===== config.mk =====
export PLATFORM = sky130hd
export DESIGN_NAME = decoded_msg_reader_flat
export DESIGN_NICKNAME = d
export VERILOG_FILES = /design/src/rtl/decoded_msg_reader_if.sv /design/src/rtl/decoded_msg_reader.sv /design/src/flat_wrapper.sv
export SDC_FILE = /design/constraint.sdc
export NUM_CORES = 1
export LEC_CHECK = 0
export CORE_MARGIN = 2
export CORE_UTILIZATION = 51
export DETAILED_ROUTE_END_ITERATION = 8
export GPL_TIMING_DRIVEN = 0
export PLACE_DENSITY_LB_ADDON = 0.1
export SLEW_MARGIN = 20
export SYNTH_ARGS = -nofsm -noshare
export SYNTH_HDL_FRONTEND = slang
export SYNTH_SLANG_ARGS = --single-unit

===== constraint.sdc =====
create_clock -name clk -period 3.3 [get_ports clk]
set_clock_uncertainty 0.2 [all_clocks]
set_input_delay 0.33 -clock clk [delete_from_list [all_inputs] [get_ports clk]]
set_output_delay 0.33 -clock clk [all_outputs]
set_load 0.005 [all_outputs]

===== src/rtl/decoded_msg_reader_if.sv =====
// RAM read port plus valid/ready byte stream of the decoded-message reader.
// The reader is the master: it drives the RAM address/enables and the byte stream.
interface decoded_msg_reader_if #(
  parameter int ADDR_W = 5,
  parameter int DATA_W = 8
);
  logic [ADDR_W-1:0] ram_address;
  logic              ram_rden;
  logic              ram_wren;
  logic [DATA_W-1:0] ram_q;
  logic              out_valid;
  logic [DATA_W-1:0] out_data;
  logic              out_last;
  logic              out_ready;

  modport master (
    output ram_address, ram_rden, ram_wren, out_valid, out_data, out_last,
    input  ram_q, out_ready
  );

  modport slave (
    input  ram_address, ram_rden, ram_wren, out_valid, out_data, out_last,
    output ram_q, out_ready
  );
endinterface


===== src/rtl/decoded_msg_reader.sv =====
// Drains the decoded-message RAM one byte at a time after a successful key search
// and presents each byte on a valid/ready stream for the LCD/UART formatter.
module decoded_msg_reader #(
  parameter int MSG_LEN     = 32,
  parameter int ADDR_W      = 5,
  parameter int DATA_W      = 8,
  parameter int RD_LATENCY  = 1,
  parameter bit STOP_ON_NUL = 1'b0
) (
  input  logic                clk,
  input  logic                reset_n,
  input  logic                start,
  input  logic                abort,
  decoded_msg_reader_if.master bus,
  output logic                busy,
  output logic                done,
  output logic [ADDR_W:0]     byte_count
);

  typedef enum logic [2:0] {
    S_IDLE,
    S_ISSUE,
    S_WAIT,
    S_CHECK,
    S_PRESENT,
    S_FINISH
  } state_e;

  localparam logic [ADDR_W-1:0] LAST_IDX  = ADDR_W'(MSG_LEN - 1);
  localparam logic [ADDR_W:0]   COUNT_MAX = (ADDR_W + 1)'(MSG_LEN);
  localparam logic [1:0]        WAIT_LAST = 2'(RD_LATENCY - 1);

  state_e              state_q, state_d;
  logic [ADDR_W-1:0]   idx_q, idx_d;
  logic [ADDR_W:0]     count_q, count_d;
  logic [DATA_W-1:0]   data_q, data_d;
  logic                valid_q, valid_d;
  logic                last_q, last_d;
  logic                busy_q, busy_d;
  logic                done_q, done_d;
  logic [1:0]          wait_q, wait_d;

  // NOTE: state registers use non-blocking assignments so every flop samples pre-edge values.
  always_ff @(posedge clk or negedge reset_n) begin
    if (!reset_n) begin
      state_q <= S_IDLE;
      idx_q   <= '0;
      count_q <= '0;
      data_q  <= '0;
      valid_q <= 1'b0;
      last_q  <= 1'b0;
      busy_q  <= 1'b0;
      done_q  <= 1'b0;
      wait_q  <= '0;
    end else begin
      state_q <= state_d;
      idx_q   <= idx_d;
      count_q <= count_d;
      data_q  <= data_d;
      valid_q <= valid_d;
      last_q  <= last_d;
      busy_q  <= busy_d;
      done_q  <= done_d;
      wait_q  <= wait_d;
    end
  end

  always_comb begin
    // NOTE: every next-state signal gets a default first, so no path can infer a latch.
    state_d = state_q;
    idx_d   = idx_q;
    count_d = count_q;
    data_d  = data_q;
    valid_d = valid_q;
    last_d  = last_q;
    busy_d  = busy_q;
    done_d  = 1'b0;
    wait_d  = wait_q;

    unique case (state_q)
      S_IDLE: begin
        if (start) begin
          idx_d   = '0;
          count_d = '0;
          busy_d  = 1'b1;
          state_d = S_ISSUE;
        end
      end
      S_ISSUE: begin
        wait_d  = '0;
        state_d = S_WAIT;
      end
      S_WAIT: begin
        if (wait_q == WAIT_LAST) begin
          data_d  = bus.ram_q;
          state_d = S_CHECK;
        end else begin
          wait_d = wait_q + 2'd1;
        end
      end
      S_CHECK: begin
        // A NUL terminator ends the drain silently: it is never presented.
        if (STOP_ON_NUL && (data_q == '0)) begin
          done_d  = 1'b1;
          busy_d  = 1'b0;
          last_d  = 1'b0;
          state_d = S_FINISH;
        end else begin
          valid_d = 1'b1;
          last_d  = (idx_q == LAST_IDX);
          state_d = S_PRESENT;
        end
      end
      S_PRESENT: begin
        if (bus.out_ready) begin
          valid_d = 1'b0;
          if (count_q != COUNT_MAX) count_d = count_q + 1'b1;
          if (last_q) begin
            done_d  = 1'b1;
            busy_d  = 1'b0;
            last_d  = 1'b0;
            state_d = S_FINISH;
          end else begin
            idx_d   = idx_q + 1'b1;
            state_d = S_ISSUE;
          end
        end
      end
      S_FINISH: state_d = S_IDLE;
      default:  state_d = S_IDLE;
    endcase

    // Abort overrides everything, including a same-cycle handshake or start.
    if (abort) begin
      if (state_q != S_IDLE) begin
        state_d = S_IDLE;
        valid_d = 1'b0;
        last_d  = 1'b0;
        busy_d  = 1'b0;
        done_d  = 1'b0;
        count_d = count_q;
        idx_d   = idx_q;
      end else begin
        state_d = S_IDLE;
        idx_d   = idx_q;
        count_d = count_q;
        busy_d  = busy_q;
      end
    end
  end

  assign bus.ram_address = idx_q;
  assign bus.ram_rden    = (state_q == S_ISSUE);
  assign bus.ram_wren    = 1'b0;
  assign bus.out_valid   = valid_q;
  assign bus.out_data    = data_q;
  assign bus.out_last    = last_q;
  assign busy            = busy_q;
  assign done            = done_q;
  assign byte_count      = count_q;

endmodule


===== src/flat_wrapper.sv =====
// flat-port wrapper written by rule: the top's interface ports become plain ports
module decoded_msg_reader_flat 
#(
  parameter int MSG_LEN     = 32,
  parameter int ADDR_W      = 5,
  parameter int DATA_W      = 8,
  parameter int RD_LATENCY  = 1,
  parameter bit STOP_ON_NUL = 1'b0
)
  (clk, reset_n, start, abort, busy, done, byte_count, bus_ram_address, bus_ram_rden, bus_ram_wren, bus_out_valid, bus_out_data, bus_out_last, bus_ram_q, bus_out_ready);
  decoded_msg_reader_if #(.ADDR_W(ADDR_W), .DATA_W(DATA_W)) bus_i ();
  input  logic clk;
  input  logic reset_n;
  input  logic start;
  input  logic abort;
  output logic busy;
  output logic done;
  output logic [ADDR_W:0] byte_count;
  output wire logic [$bits(bus_i.ram_address)-1:0] bus_ram_address;
  output wire logic [$bits(bus_i.ram_rden)-1:0] bus_ram_rden;
  output wire logic [$bits(bus_i.ram_wren)-1:0] bus_ram_wren;
  output wire logic [$bits(bus_i.out_valid)-1:0] bus_out_valid;
  output wire logic [$bits(bus_i.out_data)-1:0] bus_out_data;
  output wire logic [$bits(bus_i.out_last)-1:0] bus_out_last;
  input wire logic [$bits(bus_i.ram_q)-1:0] bus_ram_q;
  input wire logic [$bits(bus_i.out_ready)-1:0] bus_out_ready;
  assign bus_ram_address = bus_i.ram_address;
  assign bus_ram_rden = bus_i.ram_rden;
  assign bus_ram_wren = bus_i.ram_wren;
  assign bus_out_valid = bus_i.out_valid;
  assign bus_out_data = bus_i.out_data;
  assign bus_out_last = bus_i.out_last;
  assign bus_i.ram_q = bus_ram_q;
  assign bus_i.out_ready = bus_out_ready;
  decoded_msg_reader #(.MSG_LEN(MSG_LEN), .ADDR_W(ADDR_W), .DATA_W(DATA_W), .RD_LATENCY(RD_LATENCY), .STOP_ON_NUL(STOP_ON_NUL)) u_core (.clk(clk), .reset_n(reset_n), .start(start), .abort(abort), .bus(bus_i), .busy(busy), .done(done), .byte_count(byte_count));
endmodule

After elaboration in Yosys (flattened, before gate mapping)

Index checks and enable logic that the tools add are counted.

Bitwise operators: 1
Eq/ne operators: 16
Reduce and logical (&&, ||, !) cells: 12
Add/subtract/negate cells: 3
Multiplexer cells: 35

Operators by type and width:

| operator                                                              | count |
|---|---|
| 6-bit 2-to-1 mux                                                      | 3 |
| 1-bit 2-to-1 mux                                                      | 16 |
| 3-bit 2-to-1 mux                                                      | 5 |
| 5-bit 2-to-1 mux                                                      | 3 |
| 3-bit one-hot mux with 5 select lines                                 | 1 |
| 5-bit AND reduction                                                   | 3 |
| 6-bit one-hot mux with 2 select lines                                 | 1 |
| 5-bit one-hot mux with 2 select lines                                 | 1 |
| 2-bit != test, second input constant                                  | 4 |
| 6-bit by 1-bit adder with 6-bit output, second input constant         | 1 |
| 3-bit by 2-bit equality test with 1-bit output, second input constant | 2 |
| 3-bit by 2-bit != test with 1-bit output, second input constant       | 2 |
| 3-bit != test, second input constant                                  | 2 |
| 6-bit != test, second input constant                                  | 1 |
| 1-bit one-hot mux with 2 select lines                                 | 3 |
| 3-bit nonzero test                                                    | 2 |
| 5-bit by 1-bit adder with 5-bit output, second input constant         | 1 |
| 5-bit equality test, second input constant                            | 1 |
| 2-bit by 1-bit != test with 1-bit output, second input constant       | 2 |
| 2-bit one-hot mux with 2 select lines                                 | 1 |
| 2-bit AND reduction                                                   | 2 |
| 2-bit nonzero test                                                    | 2 |
| 3-bit by 1-bit equality test with 1-bit output, second input constant | 1 |
| 3-bit equality test, second input constant                            | 1 |
| 6 further kinds                                                       | 6 |

Bits of input ports: 13
Flip-flop bits (word level): 28

Depth between registers and ports, before layout

Depth in word-level cells: 5
Gate-level depth with buffers: 6
Gate-level depth less buffers: 6

Least setup slack after synthesis

No wires, ideal clock.

Kind: reg-to-reg
From: register u_core.state_q[0]
To: register u_core.idx_q[0] (netlist: u_core.bus.ram_address[0])
Setup slack: 1417 ps
Data required time: 2975 ps
Path buffers: 2
Cell stages (with the launch flop): 6
Arrival time: 1558 ps
Cells stage by stage: dfrtp_1 -> buf_2 -> or4_1 -> buf_2 -> a21o_1 -> mux2_4

Word-level cells in the longest chain between the ends: 3

Ends and longest elaborated chain:

| what                                                                 | RTL line                 | source |
|---|---|---|
| start: declaration                                                   | decoded_msg_reader.sv:33 | `state_e state_q, state_d;` |
| start signal: assignment                                             | decoded_msg_reader.sv:56 | `state_q <= state_d;` |
| 3-bit equality test or 3-bit zero test (tied branches)               | decoded_msg_reader.sv:80 | `unique case (state_q)` |
| 2-bit != test (no source line) or 2-bit nonzero test (tied branches) | n/a                      |  |
| 5-bit AND reduction (no source line)                                 | n/a                      |  |
| end signal: assignment                                               | decoded_msg_reader.sv:57 | `idx_q <= idx_d;` |
| end: declaration                                                     | decoded_msg_reader.sv:34 | `logic [ADDR_W-1:0] idx_q, idx_d;` |

Parallel ways exist; a longest one is shown, timed or not.
A chain may end at the register's enable or synchronous reset.

Worst setup path after layout

From: register u_core.state_q[0]
To: output port bus_ram_rden

Word-level cells in the longest chain between the ends: 1

Ends and longest elaborated chain:

| what                                           | RTL line                  | source |
|---|---|---|
| 3-bit by 1-bit equality test with 1-bit output | decoded_msg_reader.sv:153 | `assign bus.ram_rden = (state_q == S_ISSUE);` |
| end: declaration                               | flat_wrapper.sv:20        | `output wire logic [$bits(bus_i.ram_rden)-1:0] bus_ram_rden;` |

Every way passes these cells.

==> results_tabular.tex <==
\begin{tabular}{lr}
\hline
Metric & Value \\
\hline
\multicolumn{2}{l}{\textbf{Outcome}} \\
\quad Result of the run & complete, no violations \\
\multicolumn{2}{l}{\textbf{Timing}} \\
\quad Setup violation total in the final timing report & 0 \\
\quad Worst-Margin Slew & about 0.63 ns \\
\quad Achievable frequency & slightly below 400 MHz \\
\quad Final critical delay including setup and external delays & between 2 and 3 ns \\
\quad Slew Limit Fails & 0 \\
\quad Worst relative slew slack & between 50\% and 60\% \\
\quad Setup TNS & 0 ns \\
\quad Tightest hold margin & 0.175 ns \\
\quad Unrepaired setup endpoints after global routing & false \\
\quad Setup ws final & $\sim$0.77 ns \\
\quad Post-route fraction of the period consumed by the critical path & 76.5\% \\
\quad Hold violation count in the final report & 0 \\
\multicolumn{2}{l}{\textbf{Yosys}} \\
\quad Count of cell types in the netlist & 39 \\
\quad Synth Register Bits & 28 \\
\quad Combined area of all synthesized cells & 1440 um2 \\
\quad FFs w/ async S/R, synth & 100\% \\
\quad Post-Syn Nets & 155 \\
\quad Synthesized area per cell & approximately 11 um2 \\
\quad Main flop type after synthesis & sky130\_fd\_sc\_hd\_\_dfrtp\_1 \\
\quad Seq/Total Area, Yosys & 48.6\% \\
\quad Gate count of the mapped netlist & 137 \\
\quad Ys Warns & 0 \\
\quad Count of flip-flops with a built-in enable after synthesis & 0 \\
\multicolumn{2}{l}{\textbf{Setup path}} \\
\quad Critical path startpoint category & flop \\
\quad R2R setup slack & around 1.3 ns \\
\quad Worst R2R Path Depth & 5 \\
\quad Worst flop-to-flop path endpoint & u\_core.bus.ram\_address[3] \\
\quad Worst Setup End Kind & primary output \\
\quad Required @ worst endpoint & 2.77 ns \\
\quad Category of the critical setup timing path & flop to primary output \\
\quad Largest fanout on the critical path & 10 \\
\quad Launch instance of the worst register-to-register path & u\_core.state\_q[0] \\
\quad Arrival @ worst endpoint & 2.00 ns \\
\multicolumn{2}{l}{\textbf{Power}} \\
\quad Sequential power share & around half \\
\quad Design Power & 0.939 mW \\
\quad P\_sw & 0.261 mW \\
\quad Power share of the clock group & 17.8\% \\
\quad Internal Pwr Total & 0.678 mW \\
\quad Switching part of the total & 27.8\% \\
\quad Combinational power share & around a third \\
\quad Power density over cell area & 502 nW/um2 \\
\quad Static Leak & 0.808 nW \\
\quad Maximum ir drop on the vdd rail & 429 uV \\
\multicolumn{2}{l}{\textbf{Die}} \\
\quad DIE HEIGHT & 57.2 um \\
\quad I/O pins & 38 \\
\quad Std-Cell Core Area & approximately 2700 um2 \\
\quad Chip width & 57.2 um \\
\quad Effective utilization at floorplan & 53.2\% \\
\quad Number of cell rows & 19 \\
\quad Die area & roughly 3300 um2 \\
\multicolumn{2}{l}{\textbf{Clock tree}} \\
\quad \# H-tree levels & 1 \\
\quad CTS Hold Buffers Added & 1 \\
\quad Post\_cts resized & 0 \\
\quad Post-CTS setup buffer count & 0 \\
\quad Clock-pin slew reported for the worst setup and hold paths after clock tree synthesis & 0.15 ns \\
\quad Worst-Skew Late Latency & 0.33 ns \\
\quad Clock tree from TritonCTS & built \\
\quad Library cell used as clock root buffer & sky130\_fd\_sc\_hd\_\_clkbuf\_4 \\
\quad Clk sink count & 28 \\
\quad Total clock buffers created by CTS & 3 \\
\quad Clk buf depth & 2 \\
\multicolumn{2}{l}{\textbf{Layout}} \\
\quad Number of nets in the layout & 196 \\
\quad Non-filler cells, final & 208 \\
\quad Diode count & 0 \\
\quad Final design area excluding fillers & approximately 1900 um2 \\
\quad Area added between synthesis and finish & 29.9\% \\
\quad Fin util & between 60 and 70\% \\
\quad Fraction of final layout cells sized beyond drive strength 1 & between 10 and 15\% \\
\multicolumn{2}{l}{\textbf{Job}} \\
\quad Number of maximum-capacitance constraint violations & 0 \\
\multicolumn{2}{l}{\textbf{GRT}} \\
\quad Wire length of the first global-routing pass & $\sim$5300 um \\
\quad Largest net degree at the start of global routing & 29 \\
\quad Initial antenna violation count & 0 \\
\quad Congestion Overflow GR & 0 \\
\quad Total routing usage reported by global routing & 20.7\% \\
\quad Via count of the first global-routing pass & 1146 \\
\multicolumn{2}{l}{\textbf{Route}} \\
\quad Number of violations reported at the end of detailed-routing iteration 0 & 33 \\
\quad Iteration count of the initial detailed-routing pass & 6 \\
\quad Average via count per standard cell & 5.63 \\
\quad Wire length after detailed routing & 3030 um \\
\quad Wire length per cell after detailed routing & 14.6 um \\
\quad DRC errors left & 0 \\
\quad Residual antenna-violating net count after detailed routing & 0 \\
\quad Routed via count & 1171 \\
\multicolumn{2}{l}{\textbf{Placed design}} \\
\quad Count of placed standard cells including taps & 203 \\
\quad Hpwl dp & 2230 um \\
\quad Port Buffers & 35 \\
\quad Final RePlAce weighted congestion & 0.816 \\
\quad Cell area after placement & 1830 um2 \\
\quad Dpl ws & 0.967 ns \\
\multicolumn{2}{l}{\textbf{Hold path}} \\
\quad Hold/Removal Path Class & primary input to flop \\
\quad Worst hold path startpoint & abort \\
\quad Hold EP & u\_core.state\_q[1] \\
\quad Worst Hold Path Cells & 2 \\
\hline
\end{tabular}
-- registers in the layout, summed over array words and instances, names as in the netlist --
signal and count:
u_core.bus.out_data 8, u_core.byte_count 6, u_core.bus.ram_address 5, u_core.state_q 3, u_core.wait_q 2, u_core.bus.out_last 1
u_core.bus.out_valid 1, u_core.busy 1, u_core.done 1
-- synthesized netlist by cell type (2+ instances only) --
cell type | n | area, um2
sky130_fd_sc_hd__nor3b_1 | 2 | 15.0
sky130_fd_sc_hd__o41ai_1 | 4 | 35.0
sky130_fd_sc_hd__mux2i_1 | 2 | 20.0
sky130_fd_sc_hd__and2_1 | 2 | 12.5
sky130_fd_sc_hd__ha_1 | 5 | 62.6
sky130_fd_sc_hd__a21oi_1 | 8 | 40.0
sky130_fd_sc_hd__a21o_1 | 3 | 22.5
sky130_fd_sc_hd__nand3_1 | 2 | 10.0
sky130_fd_sc_hd__nor2_1 | 10 | 37.5
sky130_fd_sc_hd__buf_2 | 2 | 10.0
sky130_fd_sc_hd__o31ai_1 | 3 | 22.5
sky130_fd_sc_hd__a22o_1 | 5 | 43.8
sky130_fd_sc_hd__buf_4 | 2 | 15.0
sky130_fd_sc_hd__nand2_1 | 7 | 26.3
sky130_fd_sc_hd__or3_1 | 2 | 12.5
sky130_fd_sc_hd__mux2_2 | 9 | 101
sky130_fd_sc_hd__inv_1 | 10 | 37.5
sky130_fd_sc_hd__o21ai_0 | 8 | 40.0
sky130_fd_sc_hd__nand4_1 | 2 | 12.5
sky130_fd_sc_hd__dfrtp_1 | 28 | 701
sky130_fd_sc_hd__clkbuf_1 | 3 | 11.3
-- per-layer routing --
layer  routed length [um]  vias to the layer above  GRT usage (%)  part of all wire [%]
met1                 1380                      570           28.9                    45
met3                  128                        5           3.40                   4.2
met4                   38                        0           6.98                   1.3
li1                     -                      570              -                     -
met2                 1480                       26           33.2                    49
met5                    0                        -              0                     0
-- cell families after synthesis --
kind of cell	Yosys count	share of synthesized area, %
xor+xnor	1	0.608
fa+ha+maj	6	5.03
mux	12	9.46
other cells	1	0.260
flops	28	48.6
buf+inv	18	5.38
simple gates	36	14.3
compound gates	35	16.3
-- cells in the final DEF (no fill, tap or decap), types with 2 or more instances in the layout --
master,instances
sky130_fd_sc_hd__or3_1,2
sky130_fd_sc_hd__mux2_2,9
sky130_fd_sc_hd__and2_1,2
sky130_fd_sc_hd__mux2i_1,2
sky130_fd_sc_hd__inv_1,10
sky130_fd_sc_hd__o21ai_0,8
sky130_fd_sc_hd__nand3_1,2
sky130_fd_sc_hd__a21o_1,3
sky130_fd_sc_hd__clkbuf_4,3
sky130_fd_sc_hd__o41ai_1,4
sky130_fd_sc_hd__nand4_1,2
sky130_fd_sc_hd__clkbuf_1,3
sky130_fd_sc_hd__a21oi_1,8
sky130_fd_sc_hd__a22o_1,5
sky130_fd_sc_hd__o31ai_1,3
sky130_fd_sc_hd__nand2_1,7
sky130_fd_sc_hd__nor2_1,10
sky130_fd_sc_hd__ha_1,5
sky130_fd_sc_hd__nor3b_1,2
sky130_fd_sc_hd__buf_4,2
sky130_fd_sc_hd__clkdlybuf4s50_1,34
sky130_fd_sc_hd__buf_2,3
sky130_fd_sc_hd__dfrtp_1,28
-- worst max-delay path by stage --
stage                      startpoint                         to  depth (start not counted)
floorplan           u_core.state_q[0]  u_core.bus.ram_address[0]                          5
global placement        bus_out_ready  u_core.bus.ram_address[0]                          6
detailed placement      bus_out_ready  u_core.bus.ram_address[0]                          6
CTS                 u_core.state_q[0]               bus_ram_rden                          4
global route        u_core.state_q[0]               bus_ram_rden                          4
finish              u_core.state_q[0]               bus_ram_rden                          4
-- layout make-up --
class	instances	area [um2]
repair buffers	36	355
plain buffers	8	40.0
multi-input cells	91	663
fillers	225	838
well taps	31	38.8
clock buffers	4	36.3
flip-flops and latches	28	701
inverters	10	37.5
-- power by group through the flow --
stage	Sequential [mW]	Clock, mW	Combinational [mW]
6_report	0.460	0.167	0.312
5_1_grt	0.474	0.185	0.344
4_1_cts	0.461	0.169	0.317
3_5_place_dp	0.467	0	0.316
3_3_place_gp	0.464	0	0.308
2_1_floorplan	0.469	0	0.124
-- worst max-delay path, stage by stage (launching register included) --
cell and delay, ns:
sky130_fd_sc_hd__dfrtp_1 0.34, sky130_fd_sc_hd__buf_2 0.18, sky130_fd_sc_hd__buf_1 0.36, sky130_fd_sc_hd__nor3b_1 0.25, sky130_fd_sc_hd__clkdlybuf4s50_1 0.53
Note: power is estimated with default switching activity, not from simulation.
